### config.mk
export PLATFORM = sky130hd
export DESIGN_NAME = uart_tx_ctrl
export DESIGN_NICKNAME = d
export VERILOG_FILES = /design/src/rtl/uart_tx_pkg.sv /design/src/rtl/parity_calc.sv /design/src/rtl/uart_tx_ctrl.sv
export SDC_FILE = /design/constraint.sdc
export NUM_CORES = 1
export LEC_CHECK = 0
export CAP_MARGIN = 20
export CORE_AREA = 2 2 39 41
export CTS_CLUSTER_SIZE = 30
export DETAILED_ROUTE_END_ITERATION = 12
export DIE_AREA = 0 0 41 43
export GPL_TIMING_DRIVEN = 1
export PLACE_DENSITY_LB_ADDON = 0.1
export SLEW_MARGIN = 30
export SYNTH_ARGS = -nofsm -noshare
export SYNTH_HDL_FRONTEND = slang
export SYNTH_SLANG_ARGS = --single-unit
### constraint.sdc
create_clock -name CLK -period 2.42 [get_ports CLK]
set_input_delay 0.484 -clock CLK [delete_from_list [all_inputs] [get_ports CLK]]
set_output_delay 0.484 -clock CLK [all_outputs]
set_load 0.005 [all_outputs]
### src/rtl/uart_tx_pkg.sv
// Shared constants for the UART transmit frame controller.
// Optional build macro: UART_TX_TWO_STOP_EN (second stop bit, STOP2 state).
package uart_tx_pkg;

  localparam int unsigned STATE_W = 3;

  typedef logic [STATE_W-1:0] state_t;

  // Binary state codes; width is 3 bits whether or not STOP2 is built.
  localparam state_t IDLE   = 3'd0;
  localparam state_t START  = 3'd1;
  localparam state_t DATA   = 3'd2;
  localparam state_t PARITY = 3'd3;
  localparam state_t STOP   = 3'd4;
  localparam state_t STOP2  = 3'd5;

  // Line levels on TX_OUT.
  localparam logic IDLE_LVL  = 1'b1;
  localparam logic START_LVL = 1'b0;

endpackage

### src/rtl/parity_calc.sv
// Combinational parity of a data word; par_typ_i = 1 selects odd parity.
module parity_calc #(
  parameter int unsigned Data_Width = 8
) (
  input  logic [Data_Width-1:0] data_i,
  input  logic                  par_typ_i,
  output logic                  par_bit_o
);

  // XOR-reduce the word, then invert for odd parity.
  assign par_bit_o = (^data_i) ^ par_typ_i;

endmodule

### src/rtl/uart_tx_ctrl.sv
// UART transmit frame controller: sequences start, data, parity and stop
// bits onto a registered TX_OUT and enables the external serializer.
// Optional build macro: UART_TX_TWO_STOP_EN adds a second stop bit (STOP2).
module uart_tx_ctrl
  import uart_tx_pkg::*;
#(
  parameter int unsigned Data_Width = 8
) (
  input  logic                  CLK,
  input  logic                  RST,
  input  logic [Data_Width-1:0] P_DATA,
  input  logic                  Data_Valid,
  input  logic                  PAR_EN,
  input  logic                  PAR_TYP,
  input  logic                  Ser_data,
  input  logic                  Ser_done,
  output logic                  Ser_EN,
  output logic                  Busy,
  output logic                  TX_OUT
);

  state_t state_q, state_d;
  logic   par_bit_c;
  logic   par_bit_q;
  logic   par_en_q;
  logic   tx_q, tx_d;
  logic   accept;

  // Busy and Ser_EN come straight from the state register.
  assign Busy   = (state_q != IDLE);
  assign Ser_EN = (state_q == DATA);
  assign TX_OUT = tx_q;
  assign accept = Data_Valid & ~Busy;

  parity_calc #(
    .Data_Width (Data_Width)
  ) u_parity_calc (
    .data_i    (P_DATA),
    .par_typ_i (PAR_TYP),
    .par_bit_o (par_bit_c)
  );

  // State register.
  always_ff @(posedge CLK) begin
    if (!RST) begin
      state_q <= IDLE;
    end else begin
      state_q <= state_d;
    end
  end

  // Parity bit and parity enable are frozen at accept for the whole frame.
  always_ff @(posedge CLK) begin
    if (!RST) begin
      par_bit_q <= 1'b0;
      par_en_q  <= 1'b0;
    end else if (accept) begin
      par_bit_q <= par_bit_c;
      par_en_q  <= PAR_EN;
    end
  end

  // Next-state logic.
  always_comb begin
    state_d = state_q;
    case (state_q)
      IDLE:   if (accept) state_d = START;
      START:  state_d = DATA;
      DATA:   if (Ser_done) state_d = par_en_q ? PARITY : STOP;
      PARITY: state_d = STOP;
`ifdef UART_TX_TWO_STOP_EN
      STOP:   state_d = STOP2;
      STOP2:  state_d = IDLE;
`else
      STOP:   state_d = IDLE;
`endif
      default: state_d = IDLE;
    endcase
  end

  // Line level for the bit belonging to the current state.
  always_comb begin
    tx_d = IDLE_LVL;
    case (state_q)
      IDLE:   tx_d = IDLE_LVL;
      START:  tx_d = START_LVL;
      DATA:   tx_d = Ser_data;
      PARITY: tx_d = par_bit_q;
      STOP:   tx_d = IDLE_LVL;
`ifdef UART_TX_TWO_STOP_EN
      STOP2:  tx_d = IDLE_LVL;
`endif
      default: tx_d = IDLE_LVL;
    endcase
  end

  // Output register; the line returns high on reset, even mid-frame.
  always_ff @(posedge CLK) begin
    if (!RST) begin
      tx_q <= IDLE_LVL;
    end else begin
      tx_q <= tx_d;
    end
  end

endmodule

; After elaboration in Yosys (flattened, before gate mapping)
; Index checks and enable logic that the tools add are counted.
[word_totals]
regBits = 6
out_inout_bits = 3
wordCells = 21
[op_classes]
n_eq_ne = 5
n_mux = 5
n_bitwise = 3
reduce_logical = 4
[op_table]
columns = op, n
row1 = $pmux 3 s4, 1
row2 = $mux 3, 3
row3 = $reduce_xor 8->1, 1
row4 = $eq 3x2->1 const B, 2
row5 = $ne 2x2->1 const B, 2
row6 = $eq 3x1->1 const B, 1
row7 = $logic_not 3->1, 1
row8 = $pmux 1 s3, 1
row9 = $reduce_bool 3->1, 1
row10 = $reduce_and 2->1, 1
row11 = $and 1x1->1, 1
row12 = $not 1->1, 1
row13 = $xor 1x1->1, 1

; Longest topological paths before layout
[logic_depth]
ltp_word = 5
mapped_depth = 5

; Hierarchy
; A second synthesis with hierarchy kept.
[unflattened]
hier_cells = 37
area_unflattened_um2 = 357.8
[modules_own_cells]
columns = module, instances, cells_each, area_each_um2, seq_area_each_um2
row1 = uart_tx_ctrl, 1, 30, 275.3, 120.1
row2 = parity_calc, 1, 7, 82.6, 0.0

; Worst setup path before layout
; No wires, ideal clock.
[synth_path]
path_kind = input -> register
from = in P_DATA[2]
to = reg par_bit_q
arrival_time_ns = 1.303
required_time_ns = 2.300
setup_slack_ns = 0.998
stages = 4
cell_sequence = xor2_1 xnor3_1 nor3b_2 a211o_1
[synth_via]
elab_chain_len = 2
[synth_rtl]
columns = item, line_no
row1 = "start, declared", uart_tx_ctrl.sv:11  ; input logic [Data_Width-1:0] P_DATA,
row2 = $reduce_xor 8->1, parity_calc.sv:11  ; assign par_bit_o = (^data_i) ^ par_typ_i;
row3 = $xor 1x1->1, parity_calc.sv:11
row4 = "end signal, assigned", uart_tx_ctrl.sv:58  ; par_bit_q <= par_bit_c;
row5 = "end, declared", uart_tx_ctrl.sv:24  ; logic par_bit_q;
; No other way between the ends.
; A chain may end at the register's enable or synchronous reset.

; Worst setup path in the final report
[layout_path]
from = reg state_q[1]
to = out Ser_EN
[layout_via]
elab_chain_len = 1
[layout_rtl]
columns = item, line_no
row1 = "start, declared", uart_tx_ctrl.sv:22  ; state_t state_q, state_d;
row2 = "start signal, assigned", uart_tx_ctrl.sv:48  ; state_q <= state_d;
row3 = $eq 3x2->1, uart_tx_ctrl.sv:31  ; assign Ser_EN = (state_q == DATA);
row4 = "end, declared", uart_tx_ctrl.sv:17  ; output logic Ser_EN,
; No other way between the ends.

==> results.sh <==
export IMPL_worst_setup_path_start_kind="flop"
export IMPL_path_cells="nor3b_1, clkdlybuf4s50_1"
export IMPL_slowest_stage="dfxtp_1"
export IMPL_grt_max_degree=10
export IMPL_endpoint="Ser_EN"
export IMPL_cts_resized=0
export IMPL_crit_type="flop to output pin"
export IMPL_synth_largest_area_cell="dfxtp_1"
export IMPL_drt_initial_drc_count=1
export IMPL_multi_input_area_um2=232.7
export IMPL_die_x_um=41
export IMPL_ff2ff_setup_slack_ns=1.13
export IMPL_synth_nets=52
export IMPL_core_area_mm2=0.001384
export IMPL_grt_pass1_wl_um=1186
export IMPL_critPathRequiredTime_ns=1.94
export IMPL_post_route_min_period_ns=2.014
export IMPL_fillers=147
export IMPL_gp_congestion=0.7947
export IMPL_clockBufferDepth=2
export IMPL_fin_crit_sh_pct=83.21
export IMPL_vias=318
export IMPL_synth_cell_type_count=21
export IMPL_antenna_found_initial=0
export IMPL_fin_area_um2=569.3
export IMPL_port_buffers=17
export IMPL_die_area_mm2=0.001763
export IMPL_area_growth_syn_to_layout_pct=54.76
export IMPL_synth_area_top_cells="dfxtp_1, xnor2_1, nor4b_4, xnor3_1, xor2_1"
export IMPL_drtPass1Iterations=2
export IMPL_crit_family="flip-flops"
export IMPL_cts_buffers=3
export IMPL_clock_latency_ns=0.23
export IMPL_rows=14
export IMPL_crit_buf_inv=1
export IMPL_slew_headroom_pct=76.18
export IMPL_crit_fanout=9
export IMPL_synth_seq_cells=6
export IMPL_regArea_um2=120.1
export IMPL_initial_core_util_pct=26.58
export IMPL_post_cts_setup_buffers=0
export IMPL_skew_ns=0.0001393
export IMPL_fmax_ghz=0.4966
export IMPL_ios=18
export IMPL_crit_path_start="state_q[1]"
export IMPL_rsz0062_at_grt="false"
export IMPL_grt_pass1_vias=304
export IMPL_routedWlPerCell_um=9.889
export IMPL_clk_pin_slew_ns=0.04
export IMPL_dpl_cell_area_um2=546.8
export IMPL_crit_arrival_ns=1.53
export IMPL_tritoncts="yes"
export IMPL_viasPerCell=4.417
export IMPL_min_from="par_en_q"
export IMPL_final_cell_mix="clkdlybuf4s50_1, dfxtp_1, nor2_1"
export IMPL_antenna_cells=0
export IMPL_yosysWarningCount=0
export IMPL_drt_wl_total_um=712
export IMPL_r2r_end="par_bit_q"
export IMPL_ys_seq_area_share_pct=32.65
export IMPL_slowest_delay_ns=0.53
export IMPL_clock_sinks=6
export IMPL_timing_rr_start="state_q[1]"
export IMPL_end_kind="output pin"
export IMPL_synth_cells=37
export IMPL_overflow=0
export IMPL_hold_buffers=0
export IMPL_grt_total_usage_pct=9.960
export IMPL_cp_depth=2
export IMPL_finalPower_uw=285.4
export IMPL_nNetsFinal=73
export IMPL_syn_avg_cell_area_um2=9.942
export IMPL_root_buffer="clkbuf_4"
export IMPL_tightest_slew_ns=0.3569
export IMPL_ctsHtreeMaxLevel=1
export IMPL_hold_violations=0
export IMPL_drv_cap=0
export IMPL_synth_area_um2=367.9
export IMPL_status="completed"
export IMPL_vdd_drop_max_mv=0.2140
export IMPL_maxSlewViolCount=0
export IMPL_synth_top_area_share_pct=32.65
export IMPL_drcViolationCount=0
export IMPL_mostFrequentLayoutCell="clkdlybuf4s50_1"
export IMPL_hp_class="flop to flop"
export IMPL_setup_violations=0
export IMPL_ant_nets=0
export IMPL_pwr_density_cell_mw_per_mm2=501.3
export IMPL_r2r_cells=4
export IMPL_die_h_um=43
export IMPL_finalSetupTns_ns=0
export IMPL_p_leak_uw=0.0002218
export IMPL_layout_drive_gt1_share_pct=8.929
[final cells by class]
class / count / area share (%)
tap: 16 / 3.516
timing repair buffer: 17 / 29.89
inverter: 1 / 0.6593
sequential: 6 / 21.10
multi-input combinational: 29 / 40.88
clock buffer: 3 / 3.956
[flip-flops by register name (all words and copies together), names as in the netlist]
signal	flops
par_en_q	1
state_q	3
par_bit_q	1
TX_OUT	1
[per-stage QoR]
step / hold slack [ns] / worst slack (ns) / utilization, % / cells
after floorplan: 0.5333 / 0.9975 / - / 37
after global placement: 0.5665 / 0.5155 / 39.51 / 69
after detailed placement: 0.5671 / 0.5057 / 39.51 / 69
after CTS: 0.5804 / 0.3822 / 41.14 / 72
after global routing: 0.6289 / 0.2815 / 41.14 / 72
final: 0.5744 / 0.4063 / 41.14 / 72
[power by group]
part	leakage, µW	total, µW	switching [µW]	internal [µW]
Clock	0.0000138	88.3	32.5	55.9
Sequential	0.0000492	116	9.23	107
Combinational	0.000159	80.7	24.8	55.9
Total	0.000222	285	66.5	219
[per-layer routing]
| layer | up-vias | routed length, µm | global-route usage [%] |
|---|---|---|---|
| met5 | - | 0 | 0 |
| met4 | 0 | 0 | 2.000 |
| met3 | 0 | 37 | 6.283 |
| met2 | 7 | 355 | 15.00 |
| met1 | 143 | 320 | 11.65 |
| li1 | 168 | - | - |
[worst register-to-register path: cells and delay by family (launching register included)]
family	cells	cell delay, ns
flip-flops	1	0.41
AND/OR/NAND/NOR	3	0.73
AO/OA/AOI/OAI	1	0.11
[cells in the mapped netlist]
| library cell | n |
|---|---|
| mux2i_1 | 1 |
| a21oi_1 | 2 |
| or3_1 | 1 |
| inv_1 | 1 |
| buf_6 | 1 |
| nor2_1 | 4 |
| nand2_1 | 3 |
| xnor2_1 | 3 |
| nor2b_1 | 2 |
| nor3b_2 | 1 |
| xor2_1 | 2 |
| a31oi_1 | 1 |
| a211o_1 | 1 |
| nor3b_1 | 2 |
| nor4b_1 | 1 |
| a22o_1 | 1 |
| dfxtp_1 | 6 |
| nand3b_1 | 1 |
| nor4b_4 | 1 |
| xnor3_1 | 1 |
| nor4bb_1 | 1 |
[how the worst min path moves through the flow]
stage                     cells after the start  slack, ns    endpoint
after floorplan                               3       0.53   par_bit_q
after global placement                        2       0.57  state_q[0]
after detailed placement                      2       0.57  state_q[0]
after CTS                                     2       0.58  state_q[0]
after global routing                          2       0.63  state_q[0]
final                                         2       0.57  state_q[0]
[cells by family (layout without fill, tap and decap cells)]
kind of cell	after synthesis	in the layout	synth area share (%)
AO/OA/AOI/OAI	5	5	9.186
XOR/XNOR	6	6	18.03
buffers and inverters	2	21	4.080
flip-flops	6	6	32.65
multiplexers	1	1	2.721
AND/OR/NAND/NOR	17	17	33.33
Power figures use the tool's default switching activity.
